[src/rtl/mem_stage_ctrl.sv]
`default_nettype none
// ============================================================================
//  Module   : mem_stage_ctrl
//  Purpose  : MEM-stage controller: issues data-cache requests, waits for
//             dhit, builds the MEM/WB payload, and reports stall/halt/timeout.
//  Revision : 1.0  initial release
// ============================================================================
module mem_stage_ctrl #(
    parameter int WAIT_LIMIT = 255,
    parameter int CNT_W      = 8
) (
    input  logic        CLK,
    input  logic        nRST,
    input  logic        ex_mem_valid,
    input  logic        ex_mem_mem_read,
    input  logic        ex_mem_mem_write,
    input  logic [31:0] ex_mem_addr,
    input  logic [31:0] ex_mem_store_data,
    input  logic [4:0]  ex_mem_rd,
    input  logic        ex_mem_reg_wen,
    input  logic        ex_mem_halt,
    input  logic        stall_in,
    input  logic        dhit,
    input  logic [31:0] dmemload,
    output logic        dmemREN,
    output logic        dmemWEN,
    output logic [31:0] dmemaddr,
    output logic [31:0] dmemstore,
    output logic [31:0] wb_data,
    output logic [4:0]  wb_rd,
    output logic        wb_reg_wen,
    output logic        wb_halt,
    output logic        mem_wb_en,
    output logic        mem_wb_flush,
    output logic        mem_stall,
    output logic        halted,
    output logic        mem_err
);

    localparam logic [1:0] c_IDLE   = 2'd0;
    localparam logic [1:0] c_ACCESS = 2'd1;
    localparam logic [1:0] c_HOLD   = 2'd2;
    localparam logic [1:0] c_HALTED = 2'd3;

    localparam logic [CNT_W-1:0] c_LIMIT = CNT_W'(WAIT_LIMIT);
    localparam logic [CNT_W-1:0] c_ONE   = CNT_W'(1);

    logic [1:0]       r_state;
    logic [31:0]      r_hold_data;
    logic [CNT_W-1:0] r_wait_cnt;
    logic             r_halted;
    logic             r_mem_err;

    logic             w_memop;
    logic             w_req;
    logic             w_en;
    logic             w_flush;
    logic             w_stall;
    logic             w_retire_halt;
    logic [CNT_W-1:0] w_cnt_inc;

    assign w_memop = ex_mem_valid & (ex_mem_mem_read | ex_mem_mem_write);

    always_comb begin
        w_req   = 1'b0;
        w_en    = 1'b0;
        w_flush = 1'b0;
        w_stall = 1'b0;
        case (r_state)
            c_IDLE: begin
                w_req = w_memop;
                if (w_memop) begin
                    w_en    = dhit & ~stall_in;
                    w_stall = ~dhit;
                end else begin
                    w_en    = ~stall_in;
                    w_flush = ~ex_mem_valid;
                end
            end
            c_ACCESS: begin
                w_req   = 1'b1;
                w_en    = dhit & ~stall_in;
                w_stall = ~dhit;
            end
            c_HOLD: begin
                // Access already done; never re-issue (a store must not repeat).
                w_en = ~stall_in;
            end
            default: ;
        endcase
    end

    assign w_retire_halt = w_en & ex_mem_valid & ex_mem_halt;
    assign w_cnt_inc     = (r_wait_cnt == {CNT_W{1'b1}}) ? r_wait_cnt : r_wait_cnt + c_ONE;

    always_ff @(posedge CLK or negedge nRST) begin
        if (!nRST) begin
            r_state     <= c_IDLE;
            r_hold_data <= 32'd0;
            r_wait_cnt  <= '0;
            r_halted    <= 1'b0;
            r_mem_err   <= 1'b0;
        end else if (w_retire_halt) begin
            r_state    <= c_HALTED;
            r_halted   <= 1'b1;
            r_wait_cnt <= '0;
        end else begin
            case (r_state)
                c_IDLE: begin
                    if (w_memop && dhit && stall_in) begin
                        r_hold_data <= dmemload;
                        r_state     <= c_HOLD;
                    end else if (w_memop && !dhit) begin
                        r_state    <= c_ACCESS;
                        r_wait_cnt <= c_ONE;
                        if (c_ONE >= c_LIMIT) r_mem_err <= 1'b1;
                    end
                end
                c_ACCESS: begin
                    if (dhit) begin
                        r_wait_cnt <= '0;
                        if (stall_in) begin
                            r_hold_data <= dmemload;
                            r_state     <= c_HOLD;
                        end else begin
                            r_state <= c_IDLE;
                        end
                    end else begin
                        r_wait_cnt <= w_cnt_inc;
                        if (w_cnt_inc >= c_LIMIT) r_mem_err <= 1'b1;
                    end
                end
                c_HOLD: begin
                    if (!stall_in) r_state <= c_IDLE;
                end
                default: r_state <= c_HALTED;
            endcase
        end
    end

    // Every output is forced low while nRST is asserted so requests drop at once.
    assign dmemREN      = nRST & w_req & ex_mem_mem_read;
    assign dmemWEN      = nRST & w_req & ex_mem_mem_write & ~ex_mem_mem_read;
    assign dmemaddr     = (nRST & w_req) ? ex_mem_addr       : 32'd0;
    assign dmemstore    = (nRST & w_req) ? ex_mem_store_data : 32'd0;
    assign mem_wb_en    = nRST & w_en;
    assign mem_wb_flush = nRST & w_flush;
    assign mem_stall    = nRST & w_stall;
    assign halted       = r_halted;
    assign mem_err      = r_mem_err;

    assign wb_data    = !nRST ? 32'd0 :
                        ex_mem_mem_read ? ((r_state == c_HOLD) ? r_hold_data : dmemload)
                                        : ex_mem_addr;
    assign wb_rd      = nRST ? ex_mem_rd : 5'd0;
    assign wb_reg_wen = nRST & ex_mem_reg_wen;
    assign wb_halt    = nRST & ex_mem_halt;

endmodule
`default_nettype wire

[config.mk]
export PLATFORM = sky130hd
export DESIGN_NAME = mem_stage_ctrl
export DESIGN_NICKNAME = d
export VERILOG_FILES = /design/src/rtl/mem_stage_ctrl.sv
export SDC_FILE = /design/constraint.sdc
export NUM_CORES = 1
export LEC_CHECK = 0
export BUFFER_PORTS_ARGS = -buffer_cell sky130_fd_sc_hd__buf_2
export CAP_MARGIN = 20
export CORE_MARGIN = 2
export CORE_UTILIZATION = 39
export DETAILED_ROUTE_END_ITERATION = 8
export MAX_ROUTING_LAYER = met4
export PLACE_DENSITY = 0.79
export SLEW_MARGIN = 10
export SYNTH_ARGS = -nofsm -noshare
export SYNTH_HDL_FRONTEND = slang
export SYNTH_SLANG_ARGS = --single-unit
[constraint.sdc]
create_clock -name CLK -period 1.55 [get_ports CLK]
set_input_delay 0.31 -clock CLK [delete_from_list [all_inputs] [get_ports CLK]]
set_output_delay 0.31 -clock CLK [all_outputs]
set_load 0.02 [all_outputs]
# Yosys cells after proc, flatten, opt, wreduce, memory -nomap -nowiden
# Cells that the tools add are included.
[word_totals] register_bits=44 inputBits=110 output_inout_bits=110 word_cells=78
[classes] addsub=1 magnitude_cmp=1 eq_ne=11 mux=30 bitwise_logic=19 reduce_logical=11
[ops] operator="two-way mux 32 bit" count=8
[ops] operator="one-hot mux 32 bit (2 select lines)" count=1
[ops] operator="two-way mux 8 bit" count=5
[ops] operator="one-hot mux 8 bit (2 select lines)" count=1
[ops] operator="AND 1 bit" count=13
[ops] operator="two-way mux 2 bit" count=6
[ops] operator="!= test 3 bit, second input constant" count=4
[ops] operator="adder 8 x 1 -> 8 bit, second input constant" count=1
[ops] operator="== test 8 bit, second input constant" count=1
[ops] operator="greater-or-equal comparator 8 bit, second input constant" count=1
[ops] operator="!= test 2 bit, second input constant" count=3
[ops] operator="one-hot mux 2 bit (3 select lines)" count=1
[ops] operator="AND reduction 3 bit" count=2
[ops] operator="two-way mux 5 bit" count=1
[ops] operator="inverter 1 bit" count=5
[ops] operator="AND reduction 5 bit" count=1
[ops] operator="two-way mux 1 bit" count=4
[ops] operator="!= test 4 bit, second input constant" count=1
[ops] operator="one-hot mux 1 bit (2 select lines)" count=2
[ops] operator="AND reduction 4 bit" count=1
[ops] operator="logical AND 1 bit" count=3
[ops] operator="one-hot mux 1 bit (3 select lines)" count=1
[ops] operator="nonzero test 3 bit" count=1
[ops] operator="== test 2 x 1 -> 1 bit, second input constant" count=1
[ops] operator="5 further kinds" count=5

# Longest topological paths before layout
[depth] word_depth=8 mapped_depth=7

# Worst setup path before layout
# Ideal clock, no wire load.
[synth_timing] path_type="input-to-output" startpoint="input nRST" endpoint="output mem_wb_flush" t_arrival_ns=1.503 slack_ns=-0.263 path_stages=3 path_buffers=2 cell_sequence="clkbuf_1 -> clkbuf_1 -> nor4b_1"
[synth_via] elab_chain_cells=1
[synth_lines] item="start: declaration" line="13" text="input logic nRST,"
[synth_lines] item="AND 1 bit" line="147" text="assign mem_wb_flush = nRST & w_flush;"
[synth_lines] item="end: declaration" line="34" text="output logic mem_wb_flush,"
# Every way passes these cells.

# Final worst setup path
[layout_timing] startpoint="register r_state[0]" endpoint="output dmemstore[26]"
[layout_via] elab_chain_cells=4 elab_cells_between_ends=5 classes_between="1 x eq/ne; 2 x mux; 1 x bitwise; 1 x reduce/logical"
[layout_lines] item="start: declaration" line="48" text="logic [1:0] r_state;"
[layout_lines] item="start signal: assignment" line="98" text="r_state <= c_IDLE;"
[layout_lines] item="start signal: assignment" line="104" text="r_state <= c_HALTED;"
[layout_lines] item="start signal: assignment" line="112" text="r_state <= c_HOLD;"
[layout_lines] item="== test 2 x 1 -> 1 bit / logical NOT 2 bit (equally long branches)" line="69" text="case (r_state)"
[layout_lines] item="one-hot mux 1 bit (2 select lines) *" line="69"
[layout_lines] item="AND 1 bit *" line="145" text="assign dmemstore = (nRST & w_req) ? ex_mem_store_data : 32'd0;"
[layout_lines] item="two-way mux 32 bit *" line="145"
[layout_lines] item="end: declaration" line="28" text="output logic [31:0] dmemstore,"
# Every way passes the cells marked *; elsewhere a longest branch is shown, timed or not.

==> impl_metrics.py <==
metrics = {
    "pwr": {
        "netSwitchingPower_mw": 2.948,
        "combPwrFrac_pct": 62.5,
        "p_total_mw": 7.645,
        "power_frac_clock_pct": 12.1,
        "power.density_mw_per_mm2": 1377,
        "p_sw_share_pct": 38.57,
        "pwr-share-seq_pct": 25.4,
        "p_leak_nw": 3.315,
        "peakVddDrop_v": 0.0005991,
        "intPower_mw": 4.697,
    },
    "sta": {
        "hold_viol": 0,
        "timing.final.ws_setup_ns": -0.4590,
        "setup_tns_ns": -45.93,
        "max_freq_mhz": 497.8,
        "setup_violations": 133,
        "holdWs_ns": 0.03860,
        "finalCriticalPeriod_ns": 2.009,
        "tightestPinTransition_ns": 0.3459,
        "rsz0062_at_grt": "true",
        "slew_headroom_pct": 76.88,
        "drv_slew": 0,
        "finalCritPeriodShare_pct": 129.6,
        "skew_ns": 0.01265,
    },
    "logic_synthesis": {
        "yosys.cell_count.top_type": "and3_1",
        "synth_top_family_by_area": "multiplexers",
        "synth-edff-count": 0,
        "synthArstFlopShare_pct": 100.0,
        "netlist_instances": 358,
        "ys_top_cells_by_area": "dfrtp_1, mux2_4, and3_1",
        "syn_area_mm2": 0.003493,
        "muxShareOfSynthArea_pct": 22.99,
        "synthXorXnorAreaFrac_pct": 0,
        "yosysTopAreaCellShare_pct": 31.52,
        "synth_simple_gate_area_share_pct": 22.03,
        "netlist-cell-type-count": 46,
        "synth_compound_area_share_pct": 16.91,
        "synth_top_area_cell": "dfrtp_1",
        "synth.avg_cell_area_um2": 9.758,
        "yosysWarnings": 0,
        "yosysSeqAreaShare_pct": 31.52,
        "synth_top_flop_cell": "dfrtp_1",
        "synth_fa_ha_area_share_pct": 0.3582,
        "synthTopCellsByCount": "and3_1, dfrtp_1, nand2_1",
        "syn_nets": 469,
        "ys_seq_elements": 44,
    },
    "place": {
        "place_inst": 684,
        "dp_hpwl_um": 8300,
        "dp_slack_ns": -0.1237,
        "place.gp.congestion": 0.9020,
        "io_buffers": 219,
        "dpl-instance-area_mm2": 0.004997,
    },
    "setup_path": {
        "cp_cell_sequence": "inv_1 > a21oi_4 > buf_6 > buf_16 > and3_1 > buf_4",
        "critPathMaxFanout": 17,
        "worst-setup-path-type": "flop to primary output",
        "slowest_delay_ns": 0.39,
        "path_buf_inv": 4,
        "end_kind": "primary output",
        "cp_data_arrival_time_ns": 1.70,
        "slowest_stage": "dfrtp_1",
        "crit_required_ns": 1.24,
        "path_delay_family": "buffers and inverters",
        "worst_setup_path_start_kind": "flop",
    },
    "route": {
        "wl_per_cell_um": 17.12,
        "first_iter_violations": 148,
        "ant_nets": 0,
        "viasPerCell": 5.447,
        "drc_errors": 0,
        "vias": 3818,
        "routed_wl_um": 12000,
        "drt_pass1_iterations": 4,
    },
    "cells_and_area": {
        "area_growth_pct": 58.92,
        "nets": 703,
        "drive_gt1_share_pct": 59.19,
        "multi_input_area_mm2": 0.002326,
        "finalInstanceArea_mm2": 0.005552,
        "nFillCells": 663,
        "fin_util_pct": 63.66,
        "fin_cells": 701,
        "n_antenna_cell": 0,
        "area.sequential_mm2": 0.001102,
    },
    "cts": {
        "cts_buffers": 5,
        "cts.path.max_buffers": 2,
        "clk_latency_ns": 0.30,
        "cts_tree": "built",
        "cts-root-buf": "clkbuf_8",
        "cts.htree.levels": 2,
        "postCtsHoldBufs": 0,
        "path_clk_slew_ns": 0.10,
        "clkSinkCount": 44,
    },
    "floorplanning": {
        "start_util_pct": 40.06,
        "die_x_um": 98.65,
        "die_area_mm2": 0.009731,
        "ios": 220,
        "die_height_um": 98.65,
        "rows": 34,
        "core_mm2": 0.008721,
    },
    "run_status": {
        "status": "finished with violations",
        "violations": "setup timing",
    },
    "grt": {
        "grt_pass1_wl_um": 18490,
        "gr-usage-met1_pct": 29.36,
        "grt_use_met2_pct": 42.96,
        "grt-ovfl-total": 0,
        "grt_use_met3_pct": 3.404,
        "grt_max_degree": 48,
        "busiest_layer": "met2",
        "track_usage_pct": 24.20,
        "first_global_vias": 3692,
        "antenna_found_initial": 0,
    },
    "job": {
        "maxCapViolCount": 0,
    },
    "hold_path": {
        "min_path_type": "input port to async pin",
    },
}
## flip-flops by register name (all words and copies together), names as in the netlist
| signal | flops |
|---|---|
| halted | 1 |
| mem_err | 1 |
| r_hold_data | 32 |
| r_state | 2 |
| r_wait_cnt | 8 |
## power by group through the flow
stage                     sequential (mW)  combinational, mW  clock, mW
after floorplan                      1.85               2.97          0
after global placement               1.92               3.92          0
after detailed placement             1.93               4.02          0
after CTS                            1.93               4.67      0.950
after global routing                 1.99               5.08      0.997
final                                1.94               4.78      0.926
## cells in the final DEF, fill, tap and decap left out, types with 3 or more instances in the layout
cell	instances
buf_6	5
clkbuf_8	5
o21ai_0	8
and2_1	7
nand2_1	38
inv_1	4
nor2_1	3
buf_2	146
mux2_4	30
o211a_1	32
buf_4	99
nand3_1	3
and3_1	47
mux2i_1	29
dfrtp_1	43
a31o_2	4
and3_4	14
nor3_1	3
and3_2	7
a21oi_1	9
buf_12	10
mux2i_2	4
## area by class of cell
| type | count | share of cell area (%) |
|---|---|---|
| Clock buffer | 5 | 1.240 |
| Clock inverter | 3 | 0.8339 |
| Inverter | 4 | 0.2705 |
| Multi-Input combinational cell | 272 | 41.90 |
| Sequential cell | 44 | 19.86 |
| Tap cell | 108 | 2.434 |
| Timing Repair Buffer | 265 | 33.47 |
## layer usage
layer  up-vias  wire (um)
li1       1788          -
met1      1841       4779
met2       178       6268
met3        11        816
met4         0        138
met5         -          0
## cells by family after synthesis
group           Yosys count
simple gates            138
mux                      65
compound gates           68
buf+inv                  42
fa+ha+maj                 1
flops                    44
## repair_timing
item,4_1_cts,5_1_grt
pin swaps,0,4
setup buffers,5,0
setup endpoints to repair,128,138
gates cloned,4,1
resized for setup,82,17
## path summary, 6_finish.rpt
check / from / endpoint / slack (ns) / cells past startpoint
max: r_state[0]$_DFFE_PN0P_ / dmemstore[26] / -0.46 / 6
min: nRST / r_hold_data[3]$_DFFE_PN0P_ / 0.04 / 2
max reg2reg: r_state[0]$_DFFE_PN0P_ / r_hold_data[7]$_DFFE_PN0P_ / -0.27 / 6
min reg2reg: halted$_DFFE_PN0P_ / halted$_DFFE_PN0P_ / 0.49 / 1
max in group asynchronous: nRST / r_hold_data[14]$_DFFE_PN0P_ / 0.99 / 3
min in group CLK: dmemload[5] / r_hold_data[5]$_DFFE_PN0P_ / 0.24 / 2
Power figures use the tool's default switching activity.
